## src/rtl/nested_loop_cfg_ctrl.sv

```systemverilog
// Loop-config front end for the SIMD nested-loop address generator: config regs, start/run/done sequencing, watchdog.
// Latency: config op visible one cycle after handshake; START at t -> start_loop at t+1 -> RUN from t+2.
// Backpressure: cfg_ready low outside IDLE, so offered ops are held off until the run completes.
module nested_loop_cfg_ctrl #(
    parameter int NUM_MAX_LOOPS     = 7,
    parameter int LOG_NUM_MAX_LOOPS = 3,
    parameter int BASE_WIDTH        = 32,
    parameter int STRIDE_WIDTH      = 32,
    parameter int NUM_ITER_WIDTH    = 32,
    parameter int TIMEOUT_CYCLES    = 1048576
) (
    input  logic                                    clk,
    input  logic                                    reset,
    input  logic                                    cfg_valid,
    output logic                                    cfg_ready,
    input  logic [1:0]                              cfg_op,
    input  logic [LOG_NUM_MAX_LOOPS-1:0]            cfg_level,
    input  logic [BASE_WIDTH-1:0]                   cfg_value,
    output logic [BASE_WIDTH-1:0]                   base,
    output logic [STRIDE_WIDTH*NUM_MAX_LOOPS-1:0]   stride,
    output logic [NUM_ITER_WIDTH*NUM_MAX_LOOPS-1:0] num_iter,
    output logic                                    start_loop,
    output logic                                    in_nested_loop,
    input  logic                                    address_valid,
    input  logic                                    loop_done,
    output logic [NUM_ITER_WIDTH-1:0]               addr_count,
    output logic                                    done,
    output logic                                    error
);

    localparam logic [1:0] OP_SET_BASE   = 2'd0;
    localparam logic [1:0] OP_SET_ITER   = 2'd1;
    localparam logic [1:0] OP_SET_STRIDE = 2'd2;
    localparam logic [1:0] OP_START      = 2'd3;

    localparam int LVL_W = LOG_NUM_MAX_LOOPS + 1;
    localparam int WD_W  = $clog2(TIMEOUT_CYCLES) + 1;
    localparam logic [WD_W-1:0] WD_LAST = WD_W'(TIMEOUT_CYCLES - 1);

    typedef enum logic [1:0] {IDLE, S_START, RUN, DONE} state_t;

    state_t                                         state, state_nxt;
    logic [BASE_WIDTH-1:0]                          base_q;
    logic [NUM_MAX_LOOPS-1:0][STRIDE_WIDTH-1:0]     stride_q;
    logic [NUM_MAX_LOOPS-1:0][NUM_ITER_WIDTH-1:0]   iter_q;
    logic [NUM_ITER_WIDTH-1:0]                      cnt_q;
    logic [WD_W-1:0]                                wd_q;
    logic                                           error_q;

    logic cfg_fire;
    logic level_ok;
    logic done_seen;
    logic timeout_hit;

    assign cfg_fire = cfg_valid && cfg_ready;
    // Zero-extend so a power-of-two level count cannot wrap the bound to zero.
    assign level_ok = ({1'b0, cfg_level} < LVL_W'(NUM_MAX_LOOPS));
    // wd_q is zero only in the first RUN cycle, which masks a stale done level.
    assign done_seen   = loop_done && (wd_q != '0);
    assign timeout_hit = !done_seen && (wd_q == WD_LAST);

    assign base       = base_q;
    assign stride     = stride_q;
    assign num_iter   = iter_q;
    assign addr_count = cnt_q;
    assign error      = error_q;

    always_comb begin
        state_nxt      = state;
        cfg_ready      = 1'b0;
        start_loop     = 1'b0;
        in_nested_loop = 1'b0;
        done           = 1'b0;
        case (state)
            IDLE: begin
                cfg_ready = 1'b1;
                if (cfg_valid && (cfg_op == OP_START))
                    state_nxt = S_START;
            end
            S_START: begin
                start_loop     = 1'b1;
                in_nested_loop = 1'b1;
                state_nxt      = RUN;
            end
            RUN: begin
                in_nested_loop = 1'b1;
                if (done_seen || timeout_hit)
                    state_nxt = DONE;
            end
            DONE: begin
                done      = 1'b1;
                state_nxt = IDLE;
            end
            default: state_nxt = IDLE;
        endcase
    end

    always_ff @(posedge clk) begin
        if (reset) begin
            state    <= IDLE;
            base_q   <= '0;
            stride_q <= '0;
            iter_q   <= '0;
            cnt_q    <= '0;
            wd_q     <= '0;
            error_q  <= 1'b0;
        end else begin
            state <= state_nxt;

            if (cfg_fire) begin
                case (cfg_op)
                    OP_SET_BASE: base_q <= cfg_value;
                    OP_SET_ITER, OP_SET_STRIDE: begin
                        if (!level_ok)
                            error_q <= 1'b1;
                        for (int i = 0; i < NUM_MAX_LOOPS; i++) begin
                            if ({1'b0, cfg_level} == LVL_W'(i)) begin
                                if (cfg_op == OP_SET_ITER)
                                    iter_q[i] <= NUM_ITER_WIDTH'(cfg_value);
                                else
                                    stride_q[i] <= STRIDE_WIDTH'(cfg_value);
                            end
                        end
                    end
                    OP_START: ;
                    default: ;
                endcase
            end

            if (state == S_START) begin
                cnt_q <= '0;
                wd_q  <= '0;
            end

            if (state == RUN) begin
                wd_q <= wd_q + WD_W'(1);
                if (address_valid && (cnt_q != '1))
                    cnt_q <= cnt_q + NUM_ITER_WIDTH'(1);
                if (timeout_hit)
                    error_q <= 1'b1;
            end
        end
    end

endmodule
```

## config.mk

```make
export PLATFORM = sky130hd
export DESIGN_NAME = nested_loop_cfg_ctrl
export DESIGN_NICKNAME = d
export VERILOG_FILES = /design/src/rtl/nested_loop_cfg_ctrl.sv
export SDC_FILE = /design/constraint.sdc
export NUM_CORES = 1
export LEC_CHECK = 0
export ABC_AREA = 1
export BUFFER_PORTS_ARGS = -buffer_cell sky130_fd_sc_hd__buf_4
export CAP_MARGIN = 20
export CORE_MARGIN = 2
export CORE_UTILIZATION = 43
export CTS_BUF_LIST = sky130_fd_sc_hd__clkbuf_8
export CTS_CLUSTER_DIAMETER = 150
export CTS_CLUSTER_SIZE = 20
export DETAILED_ROUTE_END_ITERATION = 10
export GPL_TIMING_DRIVEN = 0
export PLACE_DENSITY = 0.67
export RECOVER_POWER = 50
export SLEW_MARGIN = 20
export SYNTH_ARGS = -nofsm -noshare
export SYNTH_HDL_FRONTEND = slang
export SYNTH_SLANG_ARGS = --single-unit
```

## constraint.sdc

```tcl
create_clock -name clk -period 5.2 [get_ports clk]
set_clock_uncertainty 0.1 [all_clocks]
set_input_delay 1.3 -clock clk [delete_from_list [all_inputs] [get_ports clk]]
set_output_delay 1.3 -clock clk [all_outputs]
set_load 0.01 [all_outputs]
```

* Yosys cells after proc, flatten, opt, wreduce, memory -nomap -nowiden
Cells that the tools add are included.
** Word-level totals
- Memory bits (writable) :: 0
- Output and inout port bits :: 517
- Flip-flop bits (word level) :: 536
- Latch bits :: 0
- ROM bits :: 0
- Memories :: 0
- Logic and storage cells :: 86
- Bits of input ports :: 42
** Operators by class
- Multiply operators :: 0
- Divide/modulo/power cells :: 0
- Order comparisons :: 1
- Shift-type cells :: 0
- Reductions and logical operators :: 30
- $add $sub $neg :: 2
- Bitwise gates (word level) :: 1
- Eq/ne operators :: 16
- Muxes and demuxes :: 17
** Operators by type and width (count)
- 32-bit two-way mux :: 3
- 4-bit AND reduction :: 14
- 21-bit two-way mux :: 2
- 32-bit by 1-bit adder with 32-bit output, second input constant :: 1
- 32-bit != test, second input constant :: 1
- 21-bit by 1-bit adder with 21-bit output, second input constant :: 1
- 21-bit by 20-bit == test with 1-bit output, second input constant :: 1
- 21-bit nonzero test :: 1
- 3-bit == test, second input constant :: 3
- 1-bit two-way mux :: 9
- 2-bit == test, second input constant :: 4
- 2-bit one-hot mux with 4 select lines :: 1
- 3-bit by 2-bit == test with 1-bit output, second input constant :: 2
- 1-bit logical AND :: 5
- 2-bit by 1-bit == test with 1-bit output, second input constant :: 2
- 2-bit logical NOT :: 2
- 2-bit two-way mux :: 2
- 2-bit != test, second input constant :: 2
- 2-bit AND reduction :: 2
- 2-bit OR reduction :: 2
- 3-bit by 1-bit == test with 1-bit output, second input constant :: 1
- 3-bit logical NOT :: 1
- 3-bit less-than comparator, second input constant :: 1
- 2-bit nonzero test :: 1
- 3 further kinds :: 3

* Longest topological paths before layout
- Depth in word-level cells :: 7
- Gate-level depth with buffers :: 12
- Gate-level depth less buffers :: 12

* Worst setup path after synthesis
No wires, ideal clock.
- Kind :: input -> register
- Start :: input cfg_op[1]
- End :: register stride_q, in the netlist stride[34]
- Required time :: 4962 ps
- Setup time :: 138 ps
- Setup slack :: 2402 ps
- Path buffers :: 1
- Arrival :: 2560 ps
- Stages on the path :: 8
- Cell sequence :: inv_1 -> ha_1 -> inv_1 -> nor2_1 -> nand3_1 -> nor2_4 -> clkbuf_1 -> a211oi_1
** Between the ends
- Cells in the longest elaborated chain, start to end :: 3
- Elaborated cells between the ends (all ways) :: 5
- Those cells by class :: eq/ne: 2; bitwise: 1; reduce/logical: 2
** RTL lines
- start: declaration :: RTL line 16 : input logic [1:0] cfg_op,
- 2-bit by 1-bit == test with 1-bit output or 2-bit == test (tied branches) :: RTL line 111, 118
- 2-bit OR reduction or 1-bit inverter (tied branches)
- 4-bit AND reduction (no source line) (*)
- end signal: indexed assignment :: RTL line 121 : stride_q[i] <= STRIDE_WIDTH'(cfg_value);
- end: declaration :: RTL line 44 : logic [NUM_MAX_LOOPS-1:0][STRIDE_WIDTH-1:0] stride_q;
Mark *: on every way between the ends. The rest lies on a longest branch, timed or not.
A chain may end at the register's enable or synchronous reset.

* Worst setup path after layout
- Start :: input cfg_op[1]
- End :: register stride_q, in the netlist stride[28]
The elaborated chain is that of the path after synthesis.

==> flow_metrics.env <==
export IMPL_clock_latency_ps=690
export IMPL_power_internal_mw=5.15
export IMPL_final_util=0.528
export IMPL_synth_avg_cell_area_um2=8.35
export IMPL_worst_slack_ps=1820
export IMPL_drc=0
export IMPL_netlist_cell_type_count=32
export IMPL_crit_family="simple AND/OR/NAND/NOR gates"
export IMPL_r2r_end="stride[28]"
export IMPL_ff2ff_path_depth=9
export IMPL_slowest_stage="nor3_1"
export IMPL_grt_pass1_vias=18300
export IMPL_htree_num_levels=1
export IMPL_fp_dieH_um=216
export IMPL_fin_area_mm2=0.0234
export IMPL_place_congestion=0.934
export IMPL_cellLeakagePower_nw=8.96
export IMPL_netSwitchingPower_mw=2.16
export IMPL_numPortBuffers=558
export IMPL_vias_per_cell=5.46
export IMPL_endpoint="stride[28]"
export IMPL_critical_path_most_common_cell="inv_1"
export IMPL_setup_viol=0
export IMPL_hpwl_um=62300
export IMPL_muxShareOfSynthArea=0
export IMPL_crit_type="in2reg"
export IMPL_routed_wirelength_um=79700
export IMPL_root_buffer="clkbuf_8"
export IMPL_antenna_found_initial=2
export IMPL_power_frac_seq=0.594
export IMPL_timing_fmax_mhz=296
export IMPL_synth_area_mm2=0.0193
export IMPL_clock_sinks=536
export IMPL_cts_tree="built"
export IMPL_dpl_worst_slack_ps=1630
export IMPL_synth_cells=2313
export IMPL_synth_compound_area_frac=0.250
export IMPL_die_x_um=216
export IMPL_use_met1=0.395
export IMPL_peakVddDrop_mv=0.215
export IMPL_grt_use_total=0.327
export IMPL_crit_fanout=10
export IMPL_gr_total_overflow=0
export IMPL_rrSetupSlack_ps=2170
export IMPL_hold_viol_final=0
export IMPL_crit_chain="clkbuf_4, inv_1, ha_1, inv_1, nor2_1, inv_1, nor3_1, clkbuf_1, nor2_1, a211oi_1"
export IMPL_dr_first_iter_drc_count=1729
export IMPL_cts_resized=0
export IMPL_max_clock_path_buffers=3
export IMPL_worst_setup_path_start_kind="input pin"
export IMPL_drive_gt1_frac=0.102
export IMPL_grt_util_met3=0.0803
export IMPL_grt_busiest_layer="met2"
export IMPL_synth_top_family_by_area="compound AO/OA/AOI/OAI gates"
export IMPL_outcome="finished clean"
export IMPL_ios=559
export IMPL_synth_warning_count=0
export IMPL_finalMaxSlewViolations=0
export IMPL_critical_path_max_stage_delay_ps=1090
export IMPL_rsz0062_at_grt="no"
export IMPL_crit_buf_inv=5
export IMPL_p_clk_frac=0.255
export IMPL_start_util=0.436
export IMPL_crit_path_end_kind="flip-flop"
export IMPL_fin_setup_tns_ps=0
export IMPL_ys_seq_elements=536
export IMPL_die_area_mm2=0.0466
export IMPL_fp_coreArea_mm2=0.0443
export IMPL_numCtsBuffers=30
export IMPL_rr_startpoint="state[0]"
export IMPL_period_needed_ps=3380
export IMPL_cts_setup_buffers=0
export IMPL_min_path_type="reg2reg"
export IMPL_avgRoutedWirePerCell_um=22.8
export IMPL_synth_nets=2367
export IMPL_grt_pass1_wl_um=117000
export IMPL_dpl_cell_area_mm2=0.0242
export IMPL_min_path_cells=2
export IMPL_vias=19100
export IMPL_grt_max_degree=21
export IMPL_clk_pin_slew_worst_paths_ps=120
export IMPL_rows=77
export IMPL_slew_headroom=0.0660
export IMPL_nFillCells=4465
export IMPL_crit_arrival_ps=3860
export IMPL_yosys_area_share_simple=0.112
export IMPL_grt_use_met2=0.563
export IMPL_period_share=0.650
export IMPL_crit_required_ps=5680
export IMPL_yosysSeqAreaShare=0.556
export IMPL_p_per_area_mw_per_mm2=313
export IMPL_drv_cap=0
export IMPL_worstMarginPinSlew_ps=1390
export IMPL_cts_hold_buf=0
export IMPL_area_delta_synth_final_pct=21.1
export IMPL_switching_share=0.296
export IMPL_cp_depth=10
export IMPL_synth_fa_ha_area_frac=0.00777
export IMPL_nets=2957
export IMPL_ant_nets=0
export IMPL_synth_xor_area_frac=0.00862
export IMPL_crit_start="cfg_op[1]"
export IMPL_drtPass1Iterations=7
export IMPL_combinationalPowerShare=0.151
[cell families after synthesis]
group / after synthesis
AO/OA/AOI/OAI: 914
flip-flops: 536
AND/OR/NAND/NOR: 507
buffers and inverters: 325
XOR/XNOR: 19
adder cells (fa/ha/maj): 12
[synthesized netlist by cell type]
library cell	number	area [um2]
inv_1	124	465
buf_4	3	22.5
a31oi_1	2	12.5
o221ai_1	1	8.76
dfxtp_1	536	10700
a21oi_1	435	2180
xnor2_1	5	43.8
o21ai_1	7	35.0
o21ai_0	372	1860
o21a_1	1	7.51
nand2_2	3	18.8
nand2_4	1	11.3
nor2_1	198	743
nand4_1	4	25.0
nand2_1	198	743
nor2_4	10	113
ha_1	12	150
clkbuf_1	154	578
nand3_4	1	17.5
clkinv_1	2	7.51
inv_2	7	26.3
nor3_4	1	16.3
nor3b_1	2	15.0
a211oi_1	96	721
nor3_1	4	20.0
xor2_1	14	123
buf_1	13	48.8
nand3b_1	2	15.0
nand3_1	76	380
nor2_2	7	43.8
buf_6	4	45.0
buf_2	18	90.1
[layout make-up]
class,count,area [um2],share of cell area
Multi-Input combinational cell,1452,7230,0.309
Buffer,192,762,0.0326
Clock buffer,30,413,0.0177
Timing Repair Buffer,558,2970,0.127
Antenna cell,2,5.00,0.000214
Inverter,133,499,0.0213
Tap cell,592,741,0.0317
Sequential cell,536,10700,0.459
Clock inverter,2,38.8,0.00166
[routing by layer]
layer	wire (um)	up-vias
met5	0	-
met4	3200	0
met3	7000	141
met2	38100	784
met1	31400	9171
li1	-	8987
[cell usage in the layout (no fill, tap or decap), types with 2 or more instances in the layout]
master	n
buf_6	4
nand2_1	199
o21ai_1	2
nor3_1	5
nor3b_1	2
nand2_2	3
dfxtp_1	536
buf_1	12
xnor2_1	5
buf_4	232
clkbuf_8	30
clkbuf_4	2
clkbuf_1	491
buf_2	9
clkinv_1	3
inv_2	4
diode_2	2
ha_1	12
nor2_2	7
nand3b_1	2
xor2_1	14
nor2_4	3
a211oi_1	96
inv_1	126
a21oi_1	435
nand4_1	4
nand3_1	76
o21ai_0	377
nor2_1	205
a31oi_1	2
[power groups by stage]
stage / Sequential (mW) / Clock (mW) / Combinational, mW
3_5_place_dp: 4.43 / 0 / 1.15
6_report: 4.34 / 1.86 / 1.11
2_1_floorplan: 4.45 / 0 / 0.571
3_3_place_gp: 4.43 / 0 / 1.13
4_1_cts: 4.34 / 1.88 / 1.15
5_1_grt: 4.35 / 2.02 / 1.20
[worst min path at each step]
| stage | start | endpoint | slack (ps) |
|---|---|---|---|
| final | num_iter[9] | num_iter[9] | 350 |
| after global placement | num_iter[24] | num_iter[24] | 330 |
| after CTS | num_iter[21] | num_iter[21] | 360 |
| after detailed placement | num_iter[21] | num_iter[21] | 340 |
| after global routing | num_iter[31] | num_iter[31] | 370 |
| after floorplan | wd_q[7] | wd_q[7] | 350 |
[state kept, by name, indices dropped and copies added (netlist names)]
| register | count |
|---|---|
| stride | 224 |
| error | 1 |
| base | 32 |
| state | 2 |
| wd_q | 21 |
| addr_count | 32 |
| num_iter | 224 |
[per-stage QoR]
step | instances | hold WS [ps] | total power [mW]
finish | 3497 | 353 | 7.31
global route | 3497 | 368 | 7.58
CTS | 3495 | 356 | 7.38
detailed placement | 3463 | 338 | 5.58
global placement | 3463 | 333 | 5.56
floorplan | 2313 | 352 | 5.03
[worst register-to-register path, stage by stage, from the launching register on]
cell and delay, ps:
dfxtp_1 370, inv_1 110, ha_1 200, nand2_1 110, nor2_2 130, inv_2 110, nor3_1 1060, clkbuf_1 470
nor2_1 80, a211oi_1 190
No activity file was read; power rests on OpenSTA's default activity.
